## src/rtl/fm_da_out.sv

```systemverilog
// fm_da_out -- FM demodulator back end driving a 14-bit offset-binary DAC.
//
// Pipeline: decimate-by-DEC_N accumulator -> DC tracker / removal ->
// truncate, gain, saturate -> output register with a warm-up state machine.
// One output strobe is produced per DEC_N accepted input samples.
//
// Handshake: din is consumed on every rising edge of clk1 where din_valid is
// high, with no backpressure. da_valid is a single-cycle strobe that qualifies
// da_data, and it is never stalled or repeated. da_data holds its value between
// strobes.
//
// Ports:
//   clk1      in   1  clock, rising edge
//   sys_rst   in   1  asynchronous reset, active low
//   din       in  28  signed demodulator FIR output
//   din_valid in   1  din qualifier, gaps allowed
//   gain_sel  in   2  left shift 0..3 applied after truncation
//   clip_clr  in   1  synchronous clear of clip_flag / clip_cnt
//   da_data   out 14  offset-binary DAC code
//   da_valid  out  1  new-sample strobe
//   clip_flag out  1  sticky saturation indicator (RUN state only)
//   clip_cnt  out  8  saturating clip counter (RUN state only)
//   dbg_run   out  1  warm-up state machine is in RUN
module fm_da_out #(
    parameter int DEC_LOG2  = 2,
    parameter int DC_K      = 8,
    parameter int TRUNC_LSB = 12,
    parameter int WARMUP    = 16
) (
    input  logic               clk1,
    input  logic               sys_rst,
    input  logic signed [27:0] din,
    input  logic               din_valid,
    input  logic [1:0]         gain_sel,
    input  logic               clip_clr,
    output logic [13:0]        da_data,
    output logic               da_valid,
    output logic               clip_flag,
    output logic [7:0]         clip_cnt,
    output logic               dbg_run
);

    localparam int AW    = 28 + DEC_LOG2;
    localparam int DEC_N = 1 << DEC_LOG2;
    localparam int WW    = $clog2(WARMUP + 1);

    typedef enum logic {WARM = 1'b0, RUN = 1'b1} state_t;

    // ---------------- stage 1: decimating accumulator ----------------
    logic signed [AW-1:0]   acc;
    logic signed [AW-1:0]   acc_next;
    logic signed [AW-1:0]   dec_sum;
    logic [DEC_LOG2-1:0]    cnt;
    logic                   dec_stb;

    assign acc_next = acc + AW'(din);

    always_ff @(posedge clk1 or negedge sys_rst) begin
        if (!sys_rst) begin
            acc     <= '0;
            cnt     <= '0;
            dec_sum <= '0;
            dec_stb <= 1'b0;
        end else begin
            dec_stb <= 1'b0;
            if (din_valid) begin
                if (cnt == DEC_LOG2'(DEC_N - 1)) begin
                    dec_sum <= acc_next;
                    dec_stb <= 1'b1;
                    acc     <= '0;
                    cnt     <= '0;
                end else begin
                    acc <= acc_next;
                    cnt <= cnt + 1'b1;
                end
            end
        end
    end

    // ---------------- stage 2: DC tracking and removal ----------------
    // avg - dc is formed once and used both for the output and for the
    // leaky update, so both see the pre-update dc.
    logic signed [27:0] avg;
    logic signed [28:0] dc;
    logic signed [29:0] diff;
    logic signed [28:0] x;
    logic               x_stb;

    assign avg  = 28'(dec_sum >>> DEC_LOG2);
    assign diff = 30'(avg) - 30'(dc);

    always_ff @(posedge clk1 or negedge sys_rst) begin
        if (!sys_rst) begin
            dc    <= '0;
            x     <= '0;
            x_stb <= 1'b0;
        end else begin
            x_stb <= dec_stb;
            if (dec_stb) begin
                x  <= 29'(diff);
                dc <= 29'(30'(dc) + (diff >>> DC_K));
            end
        end
    end

    // ---------------- stage 3: truncate, gain, saturate ----------------
    logic signed [31:0] y_sh;
    logic signed [13:0] y_sat;
    logic               y_clip;
    logic               y_stb;

    assign y_sh = (32'(x) >>> TRUNC_LSB) <<< gain_sel;

    always_ff @(posedge clk1 or negedge sys_rst) begin
        if (!sys_rst) begin
            y_sat  <= '0;
            y_clip <= 1'b0;
            y_stb  <= 1'b0;
        end else begin
            y_stb <= x_stb;
            if (x_stb) begin
                if (y_sh > 32'sd8191) begin
                    y_sat  <= 14'sd8191;
                    y_clip <= 1'b1;
                end else if (y_sh < -32'sd8192) begin
                    y_sat  <= -14'sd8192;
                    y_clip <= 1'b1;
                end else begin
                    y_sat  <= 14'(y_sh);
                    y_clip <= 1'b0;
                end
            end
        end
    end

    // ---------------- output register and warm-up FSM ----------------
    state_t          state;
    logic [WW-1:0]   warm_cnt;

    always_ff @(posedge clk1 or negedge sys_rst) begin
        if (!sys_rst) begin
            state     <= WARM;
            warm_cnt  <= '0;
            da_data   <= 14'h2000;
            da_valid  <= 1'b0;
            clip_flag <= 1'b0;
            clip_cnt  <= '0;
        end else begin
            da_valid <= y_stb;
            if (y_stb) begin
                case (state)
                    WARM: begin
                        // Midscale while the DC tracker settles; the
                        // WARMUP-th forced output is the last one.
                        da_data  <= 14'h2000;
                        warm_cnt <= warm_cnt + 1'b1;
                        if (warm_cnt == WW'(WARMUP - 1))
                            state <= RUN;
                    end
                    RUN: begin
                        // Two's complement to offset binary: flip the MSB.
                        da_data <= {~y_sat[13], y_sat[12:0]};
                    end
                    default: state <= WARM;
                endcase
            end
            // A clear issued alongside a clip event discards the event.
            if (clip_clr) begin
                clip_flag <= 1'b0;
                clip_cnt  <= '0;
            end else if (y_stb && y_clip && state == RUN) begin
                clip_flag <= 1'b1;
                if (clip_cnt != 8'hFF)
                    clip_cnt <= clip_cnt + 1'b1;
            end
        end
    end

    assign dbg_run = (state == RUN);

endmodule

```

## config.mk

```make
export PLATFORM = sky130hd
export DESIGN_NAME = fm_da_out
export DESIGN_NICKNAME = d
export VERILOG_FILES = /design/src/rtl/fm_da_out.sv
export SDC_FILE = /design/constraint.sdc
export NUM_CORES = 1
export LEC_CHECK = 0
export ABC_AREA = 1
export CAP_MARGIN = 10
export CORE_AREA = 2 2 113 198
export DETAILED_ROUTE_END_ITERATION = 6
export DIE_AREA = 0 0 115 200
export PLACE_DENSITY = 0.7
export SKIP_LAST_GASP = 1
export SLEW_MARGIN = 20
export SYNTH_ARGS = -nofsm -noshare
export SYNTH_HDL_FRONTEND = slang
export SYNTH_SLANG_ARGS = --single-unit
```

## constraint.sdc

```tcl
create_clock -name clk1 -period 5.6 [get_ports clk1]
set_input_delay 0.84 -clock clk1 [delete_from_list [all_inputs] [get_ports clk1]]
set_output_delay 0.84 -clock clk1 [all_outputs]
set_load 0.05 [all_outputs]
```

Word level (Yosys, flattened, before mapping). Cells that the tools add are included.

Shift-type cells: 1. Multiply operators: 0. Bitwise operators: 2. Equality and inequality tests: 3. Magnitude comparators: 2. $add $sub $neg: 6. Reductions and logical operators: 7. Muxes and demuxes: 16. Div/mod/pow operators: 0.

Operator list (number): 32-bit by 14-bit > comparator with 1-bit output (second input constant) (1); 32-bit by 14-bit < comparator with 1-bit output (second input constant) (1); 17-bit by 2-bit <<< shifter with 32-bit output (1); 30-bit by 28-bit adder with 30-bit output (1); 30-bit 2-to-1 mux (1); 28-bit by 29-bit subtractor with 30-bit output (1); 29-bit by 22-bit adder with 29-bit output (1); 14-bit 2-to-1 mux (2); 14-bit one-hot mux with 2 select lines (1); 8-bit 2-to-1 mux (3); 8-bit by 1-bit adder with 8-bit output (second input constant) (1); 1-bit 2-to-1 mux (8); 8-bit inequality test (second input constant) (1); 2-bit AND reduction (3); 5-bit by 1-bit adder with 5-bit output (second input constant) (1); 5-bit by 4-bit == test with 1-bit output (second input constant) (1); 2-bit nonzero test (2); 2-bit by 1-bit adder with 2-bit output (second input constant) (1); 2-bit == test (second input constant) (1); 1-bit logical AND (2); 2-bit 2-to-1 mux (1); 1-bit inverter (2).

Bits in latches: 0. RAM bits: 0. Memories kept: 0. Register bits: 168. Output and inout port bits: 25. Bits in read-only memories: 0. Bits of input ports: 34. Logic and storage cells: 53.

Depth between registers and ports, before layout.
Depth in word-level cells: 4. Depth in mapped cells: 26.

Worst setup path before layout. Ideal clock, no wire load.

Kind: flip-flop to flip-flop. Start: reg dec_sum[19]. End: reg dc[19]. Required time: 5.469 ns. Stages on the path, launching flop included: 19. Arrival: 3.047 ns. Period minus slack after synthesis: 3.178 ns. Setup time: 0.131 ns. Slack: 2.422 ns. Cell sequence: dfrtp_1 > ha_1 > a21o_1 > o21bai_1 > o21bai_1 > inv_1 > nand2_1 > or2_2 > and2_1 > ha_1 > nand2_1 > nor2_1 > nand4_1 > o21ai_0 > nand3_1 > nand2_1 > nand2_1 > nand3_1 > o21ai_0.

Longest elaborated chain between the ends: 2.

Ends and longest elaborated chain: start: declaration (line 52) `logic signed [AW-1:0] dec_sum;`; start signal: assignment (line 68) `dec_sum <= acc_next;`; 28-bit by 29-bit subtractor with 30-bit output (line 90) `assign diff = 30'(avg) - 30'(dc);`; via diff[18] (line 85) `logic signed [29:0] diff;`; 29-bit by 22-bit adder with 29-bit output (line 101) `dc <= 29'(30'(dc) + (diff >>> DC_K));`; end signal: assignment (line 101); end: declaration (line 84) `logic signed [28:0] dc;`.

The timed path passes the listed nets, and every way through them passes these cells. A chain may end at the register's enable or synchronous reset.

Final worst setup path.
Start: reg dec_sum[13]. End: reg dc[19].

Same word-level chain as after synthesis.

==> flow_summary.toml <==
[clocking]
clockBufferDepth = 2
postCtsSetupRepairBufs = 0
post_cts_resized = 0
clk_root_buffer_cell = "clkbuf_16"
cts_num_sinks = 154
cts_tree = "built"
cts-buffers-inserted = 17
cts_htree_levels = 4
insertion_delay_ps = 460
cts_hold_buf = 0
clk_pin_slew_ps = 70

[routing]
ant_nets = 0
viasPerCell = 5.691
drt_wl_total_um = 34800
routed-via-count = 11165
first_pass_iters = 5
wire_per_inst_um = 17.73
drcViolationCount = 0
drt-initial-drc-count = 528

[global_route]
grt_pass1_wl_um = 55230
antenna_found_initial = 0
grt-ovfl-total = 0
grt_pass1_vias = 11540
grt_use_total_pct = 31.57
grt_max_degree = 69

[flow_run]
max_cap_viol_count = 0

[synthesis]
ys_types = 43
synth-xor-area-share_pct = 3.142
synth_edf_count = 0
synthCells = 1636
synthSimpleGateAreaFrac_pct = 29.59
synthMuxAreaShare_pct = 0
synth_seq_area_share_pct = 33.73
synthesis.area_mm2 = 0.01143
synth_nets = 1762
synth_warnings = 0
synth_top_family_by_area = "simple AND/OR/NAND/NOR gates"
yosys.area_share.adder_pct = 10.20
synth_compound_area_share_pct = 16.06
synth.top_cells.by_area = "dfrtp_1, nand2_1, ha_1"
synth_flop_cell = "dfrtp_1"
synth_top_area_cell = "dfrtp_1"
postSynthAreaPerCell_um2 = 6.985
synth_top_area_share_pct = 33.50
async_flop_share_pct = 100.0
synth-seq-cells = 154

[layout]
nFillCells = 2061
final_common_cell = "nand2_1"
diodes = 0
final_cell_mix = "nand2_1, inv_1, dfrtp_1, nor2_1, o21ai_0"
final_nets = 1820
layout-drive-gt1-share_pct = 3.984
stdcell_count = 1962
areaGrowthSynthToFinish_pct = 12.69
finalInstanceArea_mm2 = 0.01288

[die]
start_util_pct = 53.60
io_pins = 59
die_x_um = 115
die_h_um = 200
dieArea_mm2 = 0.02300
num_rows = 71
coreArea_mm2 = 0.02132

[setup_path]
reg2reg_slack_ps = 1190
arrival_ps = 4740
critPathCaptureType = "flop"
ff2ff_path_depth = 18
worstSetupStartpointType = "flop"
critical_path.max_fanout = 5
r2r-start = "dec_sum[13]$_DFFE_PN0P_"
reg2reg_to = "dc[19]$_DFFE_PN0P_"
crit_type = "reg -> reg"
required_ps = 5930

[timing]
final_hold_viol_count = 0
max_clock_freq_mhz = 226.8
tns_ps = 0
rsz0062_at_grt = "no"
final-setup-viol-count = 0
worst_slack_ps = 1191
drv_slew = 0
max_slew.worst_pin.slew_ps = 1003
post-route-min-period_ps = 4409
fin_crit_sh_pct = 78.74
maxSlewHeadroom_pct = 32.42
fin_skew_ps = 17.52

[worst_hold_path]
hold_path.class = "in -> async"

[placed_design]
place_congestion = 1.085
hpwl_um = 27850
place_inst = 1930
dpl_cell_area_mm2 = 0.01228
place_ws_ps = 1350
io_buffers = 58

[run_status]
status = "finished, final reports clean"
==> how the worst max path moves through the flow <==
stage                            start                 end  slack (ps)  depth (start not counted)
2_1_floorplan  dec_sum[19]$_DFFE_PN0P_  dc[19]$_DFFE_PN0P_        2420                         18
3_3_place_gp         dc[5]$_DFFE_PN0P_  dc[19]$_DFFE_PN0P_        1430                         20
3_5_place_dp         dc[9]$_DFFE_PN0P_  dc[19]$_DFFE_PN0P_        1350                         20
4_1_cts              dc[5]$_DFFE_PN0P_  dc[19]$_DFFE_PN0P_        1330                         20
5_1_grt              dc[5]$_DFFE_PN0P_  dc[19]$_DFFE_PN0P_         910                         20
6_report       dec_sum[13]$_DFFE_PN0P_  dc[19]$_DFFE_PN0P_        1190                         18
==> metrics by stage <==
step / util, % / hold slack [ps]
after floorplan: - / 351.9
after global placement: 57.58 / 457.3
after detailed placement: 57.58 / 470.2
after CTS: 60.40 / 389.9
after global routing: 60.40 / 431.8
final: 60.40 / 356.5
==> worst max-delay path: stages, from the launching register on <==
cell     delay (ps)
dfrtp_1         390
ha_1            360
a21oi_1         280
o21ai_0         170
a21oi_1         140
nand2_1         230
nand2_1         120
nand2_1          90
xor2_1          360
ha_1            280
nand2_1         220
nor2_1          210
nand4_1         100
o21ai_0         810
nand3_1         200
nand2_1         110
nand2_1          50
nand3_1          60
o21ai_0          80
==> area by class of cell <==
class                      count  area (um2)  area share [%]
tap                          255       319.1           2.478
sequential                   154        3856           29.95
inverter                     183       686.9           5.334
clock buffer                  19       432.9           3.362
multi-input combinational   1268        6741           52.35
clock inverter                13       168.9           1.312
timing repair buffer          70       671.9           5.218
==> per-layer routing <==
| layer | GRT usage [%] | routed length [um] | vias up |
|---|---|---|---|
| li1 | - | - | 5527 |
| met5 | 0 | 0 | - |
| met1 | 28.37 | 11850 | 5178 |
| met4 | 24.63 | 2783 | 0 |
| met2 | 61.42 | 19110 | 313 |
| met3 | 4.197 | 1050 | 147 |
==> Yosys cell counts (3+ instances only) <==
cell,n
nand3_1,115
a21boi_0,6
buf_6,3
nor4_1,5
nor2_1,141
o21ai_1,4
a22o_1,14
a21oi_1,112
xnor2_1,20
o21ai_0,131
nand3b_1,6
nand2_1,481
a21oi_2,10
o211ai_1,3
a21o_1,10
ha_1,90
o21bai_1,10
xor2_1,21
nor3_1,21
o21a_1,3
or2_2,7
dfrtp_1,153
clkbuf_1,24
and2_1,10
o21ai_2,4
inv_1,181
nand4_1,27
==> sequential cells by signal, summed over array words and instances (netlist names), 2 cells and up <==
name      count
y_sat        14
warm_cnt      5
dc           29
clip_cnt      8
acc          30
x            17
da_data      14
dec_sum      28
cnt           2
==> cells by family (layout without fill, tap and decap cells) <==
family	after synthesis	after routing
xor gates and xnor gates	41	41
buffers and inverters	214	285
AOI/OAI and AO/OA	320	320
and+or+nand+nor	815	815
DFF	154	154
adders and majority gates	92	92
Power is left out: the tool's default activity adds up to more than one toggle a clock period on the data nets, which glitch-free logic cannot reach.
